===== src/rtl/sysbus_arbiter.sv =====
// Two-client Sysbus master arbiter: round-robin grant, one burst at a time,
// request pass-through from the owner and read beats routed back to it.
`ifndef SYSBUS_READ
`define SYSBUS_READ 1'b1
`endif

module sysbus_arbiter #(
    parameter int BUS_DATA_WIDTH = 64,
    parameter int BUS_TAG_WIDTH  = 13,
    parameter int BEATS          = 8
) (
    input  logic                      clk,
    input  logic                      reset,
    input  logic                      c0_reqcyc,
    input  logic [BUS_DATA_WIDTH-1:0] c0_req,
    input  logic [BUS_TAG_WIDTH-1:0]  c0_reqtag,
    output logic                      c0_reqack,
    output logic                      c0_respcyc,
    output logic [BUS_DATA_WIDTH-1:0] c0_resp,
    input  logic                      c1_reqcyc,
    input  logic [BUS_DATA_WIDTH-1:0] c1_req,
    input  logic [BUS_TAG_WIDTH-1:0]  c1_reqtag,
    output logic                      c1_reqack,
    output logic                      c1_respcyc,
    output logic [BUS_DATA_WIDTH-1:0] c1_resp,
    output logic                      bus_reqcyc,
    output logic [BUS_DATA_WIDTH-1:0] bus_req,
    output logic [BUS_TAG_WIDTH-1:0]  bus_reqtag,
    input  logic                      bus_reqack,
    input  logic                      bus_respcyc,
    input  logic [BUS_DATA_WIDTH-1:0] bus_resp,
    input  logic [BUS_TAG_WIDTH-1:0]  bus_resptag,
    output logic                      bus_respack
);

    localparam int CW = $clog2(BEATS) + 1;
    localparam logic [CW-1:0] LAST = CW'(BEATS - 1);

    typedef enum logic [1:0] {IDLE, ADDR, WDATA, RDATA} state_t;

    state_t                    state, state_nx;
    logic                      owner, owner_nx;
    logic                      last_grant, last_grant_nx;
    logic [CW-1:0]             beat, beat_nx;
    logic                      ack, resp_valid;
    logic [BUS_DATA_WIDTH-1:0] sel_req;
    logic [BUS_TAG_WIDTH-1:0]  sel_tag;
    logic                      unused_resptag;

    // Response routing relies on the registered owner, not the returned tag.
    assign unused_resptag = ^bus_resptag;

    assign sel_req = owner ? c1_req : c0_req;
    assign sel_tag = owner ? c1_reqtag : c0_reqtag;

    always_ff @(posedge clk or negedge reset) begin
        if (!reset) begin
            state      <= IDLE;
            owner      <= 1'b0;
            last_grant <= 1'b1;
            beat       <= '0;
        end else begin
            state      <= state_nx;
            owner      <= owner_nx;
            last_grant <= last_grant_nx;
            beat       <= beat_nx;
        end
    end

    always_comb begin
        state_nx      = state;
        owner_nx      = owner;
        last_grant_nx = last_grant;
        beat_nx       = beat;
        bus_reqcyc    = 1'b0;
        bus_req       = '0;
        bus_reqtag    = '0;
        bus_respack   = 1'b0;
        ack           = 1'b0;
        resp_valid    = 1'b0;
        unique case (state)
            IDLE: begin
                if (c0_reqcyc || c1_reqcyc) begin
                    if (c0_reqcyc && c1_reqcyc)
                        owner_nx = ~last_grant;
                    else
                        owner_nx = c1_reqcyc;
                    last_grant_nx = owner_nx;
                    state_nx      = ADDR;
                end
            end
            ADDR: begin
                bus_reqcyc = 1'b1;
                bus_req    = sel_req;
                bus_reqtag = sel_tag;
                ack        = bus_reqack;
                if (bus_reqack) begin
                    beat_nx  = '0;
                    state_nx = (sel_tag[12] == `SYSBUS_READ) ? RDATA : WDATA;
                end
            end
            WDATA: begin
                bus_reqcyc = 1'b1;
                bus_req    = sel_req;
                bus_reqtag = sel_tag;
                ack        = bus_reqack;
                if (bus_reqack) begin
                    if (beat == LAST) begin
                        beat_nx  = '0;
                        state_nx = IDLE;
                    end else begin
                        beat_nx = beat + CW'(1);
                    end
                end
            end
            RDATA: begin
                bus_respack = bus_respcyc;
                resp_valid  = bus_respcyc;
                if (bus_respcyc) begin
                    if (beat == LAST) begin
                        beat_nx  = '0;
                        state_nx = IDLE;
                    end else begin
                        beat_nx = beat + CW'(1);
                    end
                end
            end
        endcase
    end

    assign c0_reqack  = ack & ~owner;
    assign c1_reqack  = ack & owner;
    assign c0_respcyc = resp_valid & ~owner;
    assign c1_respcyc = resp_valid & owner;
    assign c0_resp    = c0_respcyc ? bus_resp : '0;
    assign c1_resp    = c1_respcyc ? bus_resp : '0;

endmodule


===== config.mk =====
export PLATFORM = sky130hd
export DESIGN_NAME = sysbus_arbiter
export DESIGN_NICKNAME = d
export VERILOG_FILES = /design/src/rtl/sysbus_arbiter.sv
export SDC_FILE = /design/constraint.sdc
export NUM_CORES = 1
export LEC_CHECK = 0
export BUFFER_PORTS_ARGS = -buffer_cell sky130_fd_sc_hd__buf_2
export CAP_MARGIN = 20
export CORE_AREA = 2 2 173 175
export CTS_BUF_LIST = sky130_fd_sc_hd__clkbuf_4 sky130_fd_sc_hd__clkbuf_8
export DETAILED_ROUTE_END_ITERATION = 6
export DIE_AREA = 0 0 175 177
export HOLD_SLACK_MARGIN = 0.03
export PLACE_DENSITY = 0.39
export SYNTH_ARGS = -nofsm -noshare
export SYNTH_HDL_FRONTEND = slang
export SYNTH_SLANG_ARGS = --single-unit

===== constraint.sdc =====
create_clock -name clk -period 2.99 [get_ports clk]
set_input_delay 0.299 -clock clk [delete_from_list [all_inputs] [get_ports clk]]
set_output_delay 0.299 -clock clk [all_outputs]
set_load 0.02 [all_outputs]

Word level (Yosys, flattened, before mapping)
Index checks and enable logic that the tools add are counted.

Bits in registers: 8. Bits of input ports: 237. Output and inout port bits: 211. Word-level logic and storage cells: 49.

$add $sub $neg: 1. Equality and inequality tests: 8. Mux-type cells: 22. Bitwise operators: 6. Reduce and logical (&&, ||, !) cells: 8.

Operators with widths (number): 64-bit 2-to-1 mux (4); 13-bit 2-to-1 mux (2); 4-bit 2-to-1 mux (4); 4-bit one-hot mux with 3 select lines (1); 2-bit 2-to-1 mux (5); 2-bit inequality test (second input constant) (4); 2-bit one-hot mux with 4 select lines (1); 4-bit AND reduction (2); 1-bit 2-to-1 mux (5); 4-bit by 1-bit adder with 4-bit output (second input constant) (1); 1-bit bitwise AND (4); 2-bit equality test (second input constant) (2); 4-bit by 3-bit equality test with 1-bit output (second input constant) (1); 3-bit nonzero test (1); 2-bit by 1-bit equality test with 1-bit output (second input constant) (1); 2-bit zero test (1); 1-bit NOT (2); 2-bit AND reduction (1); 2-bit OR reduction (1); 1-bit logical AND (1); 1-bit logical OR (1).

Depth between registers and ports, before layout
Depth after elaboration: 4. Gate-level depth with buffers: 6. Mapped depth without buffers: 6.

Worst setup path after synthesis
OpenSTA, ideal clock, no wires.

Path type: register to output. From: register state[0]. To: output port bus_req[27]. Data arrival time: 1.757 ns. Required time: 2.691 ns. Path slack: 0.934 ns. Cell stages (with the launch flop): 6. Buffers on the path: 2. Path through: dfrtp_1 -> inv_1 -> ha_1 -> clkbuf_1 -> clkbuf_1 -> nor2b_1.

Cells in the longest elaborated chain, start to end: 3. Elaborated cells between the ends (all ways): 4. Classes of those cells: eq/ne: 2; mux: 1; reduce/logical: 1.

RTL lines: start, declared (RTL line 41) `state_t state, state_nx;`; start signal, assigned (RTL line 63) `state <= state_nx;`; 2-bit equality test / 2-bit by 1-bit equality test with 1-bit output (equally long branches) (RTL line 81) `unique case (state)`; 2-bit OR reduction (no line) *; 64-bit 2-to-1 mux * (RTL line 81); end, declared (RTL line 27) `output logic [BUS_DATA_WIDTH-1:0] bus_req,`.

Mark *: on every way between the ends. The rest lies on a longest branch, timed or not.

Worst setup path in the final report
From: register state[0]. To: output port bus_reqtag[3].

Cells in the longest elaborated chain, start to end: 3. Elaborated cells between the ends (all ways): 4. Classes of those cells: eq/ne: 2; mux: 1; reduce/logical: 1.

RTL lines: 2-bit equality test / 2-bit by 1-bit equality test with 1-bit output (equally long branches) (RTL line 81); 2-bit OR reduction (no line) *; 13-bit 2-to-1 mux * (RTL line 81); end, declared (RTL line 28) `output logic [BUS_TAG_WIDTH-1:0] bus_reqtag,`.

Marks and branches as above.

==> out/metrics.cfg <==
[outcome]
status=finished, final reports clean

[timing]
hold_viol=0
relSlewSlack=0.5127
finalCriticalPeriod_ns=2.494
setup_tns_ns=0
tightestPinTransition_ns=0.7310
skew_ns=0.003078
max_clock_freq_mhz=401.0
grt_setup_unrepaired=no
min_period_over_period=0.8341
finalSetupViolations=0
fin_ws_ns=0.4960
slew_viol_final=0

[global_routing]
grtUsageMet1=0.1306
grt_busiest_layer=met2
grt_pass1_vias=3698
track_usage=0.09935
antenna_found_initial=3
grt_util_met3=0.01031
grt_start_max_net_pins=66
met2_usage=0.1813
grt_overflow_total=0
grt_pass1_wl_microns=23050

[setup_path]
reg2regPathDepth=6
crit_path_start_kind=register
cp.depth=5
cp_slowest_stage_delay_ns=0.79
endpoint_kind=output port
crit_slowest_cell=ha_2
worstPathRequired_ns=2.69
cp_cell_sequence=inv_1, ha_2, buf_4, nor2b_1, buf_2
critPathBufInv=3
crit_family=adder cells
crit_type=register to output port
crit_fanout=33
worstPathArrival_ns=2.19

[pwr]
p_leak_uw=0.003317
power_density_mw_per_mm2=874.8
vdd_drop_max_uv=462.0
power_uw=4764

[placement]
port_buffers=434
pre_cts_slack_ns=0.6934
dp_cells=1171
post-dp-hpwl_microns=15270
gp_congestion=0.7207

[synthesis]
synth_largest_area_cell=and2_1
synth_area_sq_mm=0.002719
ys_seq_area_frac=0.07409
yosys_most_used_dff=dfrtp_1
yosysWarnings=0
yosysMostFrequentCell=and2_1
synthDistinctLibCells=27
ys_async_sr_fraction=1.000
synth_edf_count=0
synthCells=367
ys_ff_latch=8
synth_fp_nets=611
synth_top_area_share=0.2968
avgSynthCellArea_sq_um=7.408
synth_area_leaders=and2_1 (30%), mux2i_1 (29%), nor2b_1 (18%)
synth_common_cells=and2_1 (129), nor2b_1 (79), mux2i_1 (78)

[floorplanning]
die_w_microns=175
rows=63
num_io_pins=448
die_h_microns=177
die-area_sq_mm=0.03098
core_sq_mm=0.02924
initial_core_util=0.09297

[finish]
multi_input_area_sq_mm=0.002385
regArea_sq_um=205.2
num-fill-cells=3366
drive_gt1_frac=0.5814
final_util=0.1862
fin_cells=1177
synthToLayoutAreaGrowth_pct=100.3
fin_nets=1031

[routing]
drcViolationCount=0
wl_per_cell_microns=14.80
viasPerCell=3.486
antenna_left=0
drt_first_pass_iters=4
route.vias.total=4103
drt-total-wl_microns=17410
drt_iter0_markers=142

[clock_network]
cts_resized=0
clock-sinks=8
tritoncts=done
ctsLongestPathBuffers=2
clk_pin_slew_ns=0.04
clock-root-buffer=clkbuf_8
numCtsBuffers=3
clk_latency_ns=0.23
cts_max_level=1

[worst_hold_path]
min-delay-path-class=primary input to register
hold-path-cell-count=2

[job]
drv_cap=0

## cell families (layout without fill, tap and decap cells)
| kind of cell | count (synthesis) | count (layout) | synth area share |
|---|---|---|---|
| muxes | 80 | 80 | 0.2954 |
| and+or+nand+nor | 226 | 226 | 0.5182 |
| DFF | 8 | 8 | 0.07409 |
| buffers and inverters | 35 | 454 | 0.05292 |
| other | 0 | 1 | 0 |
| AOI/OAI and AO/OA | 11 | 11 | 0.02715 |
| adders and majority gates | 7 | 7 | 0.03221 |
## per-layer routing
| layer | routed length (microns) | vias up |
|---|---|---|
| met5 | 0 | - |
| met4 | 53 | 0 |
| met3 | 1420 | 6 |
| met2 | 8638 | 278 |
| met1 | 7300 | 1801 |
| li1 | - | 2018 |
## report_power, final
group | total [uW] | switching (uW) | internal (uW) | leakage, uW
Sequential | 285 | 125 | 159 | 0.0000996
Combinational | 4330 | 2540 | 1790 | 0.00319
Clock | 149 | 46.9 | 102 | 0.0000262
## worst reg2reg max path, stage by stage (launching register included)
cell and delay (ns):
dfrtp_1 0.44, inv_1 0.09, ha_1 0.22, o21ba_1 0.23
nor3_4 0.29, or3b_1 0.40, o2bb2ai_1 0.17
## sequential cells by signal (all words and copies together) (netlist names)
name,count
beat,4
state,2
last_grant,1
owner,1
## layout by cell type, fill, tap and decap left out, types with 2 or more instances in the layout
cell type | synthesis | routed
and2_1 | 129 | 129
mux2_2 | 2 | 2
o21ai_0 | 5 | 5
and3_1 | 3 | 2
inv_1 | 4 | 4
mux2i_1 | 78 | 78
nor2b_1 | 79 | 78
ha_1 | 7 | 6
buf_12 | 0 | 3
nand2_1 | 5 | 5
dfrtp_1 | 7 | 6
clkbuf_8 | 0 | 3
nor2_1 | 3 | 3
buf_2 | 9 | 434
nor3b_1 | 2 | 2
buf_4 | 0 | 8
## worst paths after layout
path / to / slack, ns / from
worst max-delay path: bus_reqtag[3] / 0.50 / state[0]
min in group asynchronous: beat[2] / 0.45 / reset
worst min register to register: beat[0] / 0.52 / beat[0]
max in group asynchronous: last_grant / 2.30 / reset
worst max register to register: beat[3] / 1.08 / state[0]
worst min-delay path: last_grant / 0.27 / c0_reqcyc
## stage by stage
stage	hold WS, ns	area (sq um)
finish	0.2691	5446
global route	0.2889	5444
CTS	0.2610	5444
detailed placement	0.1589	5385
global placement	0.1575	5385
floorplan	0.003409	2719
## timing repair
| action | 4_1_cts | 5_1_grt |
|---|---|---|
| endpoints found under the hold margin | 7 | 0 |
| buffers inserted | 0 | 0 |
| endpoints found under the setup margin | 0 | 0 |
| hold buffers | 1 | 0 |
## area by class of cell
class,count,share of cell area
antenna,1,0.0004595
inverter,4,0.002757
timing repair buffer,446,0.4227
sequential,8,0.03768
clock buffer,4,0.008959
multi-input combinational,324,0.4379
tap,390,0.08959
Power figures use the tool's default switching activity.
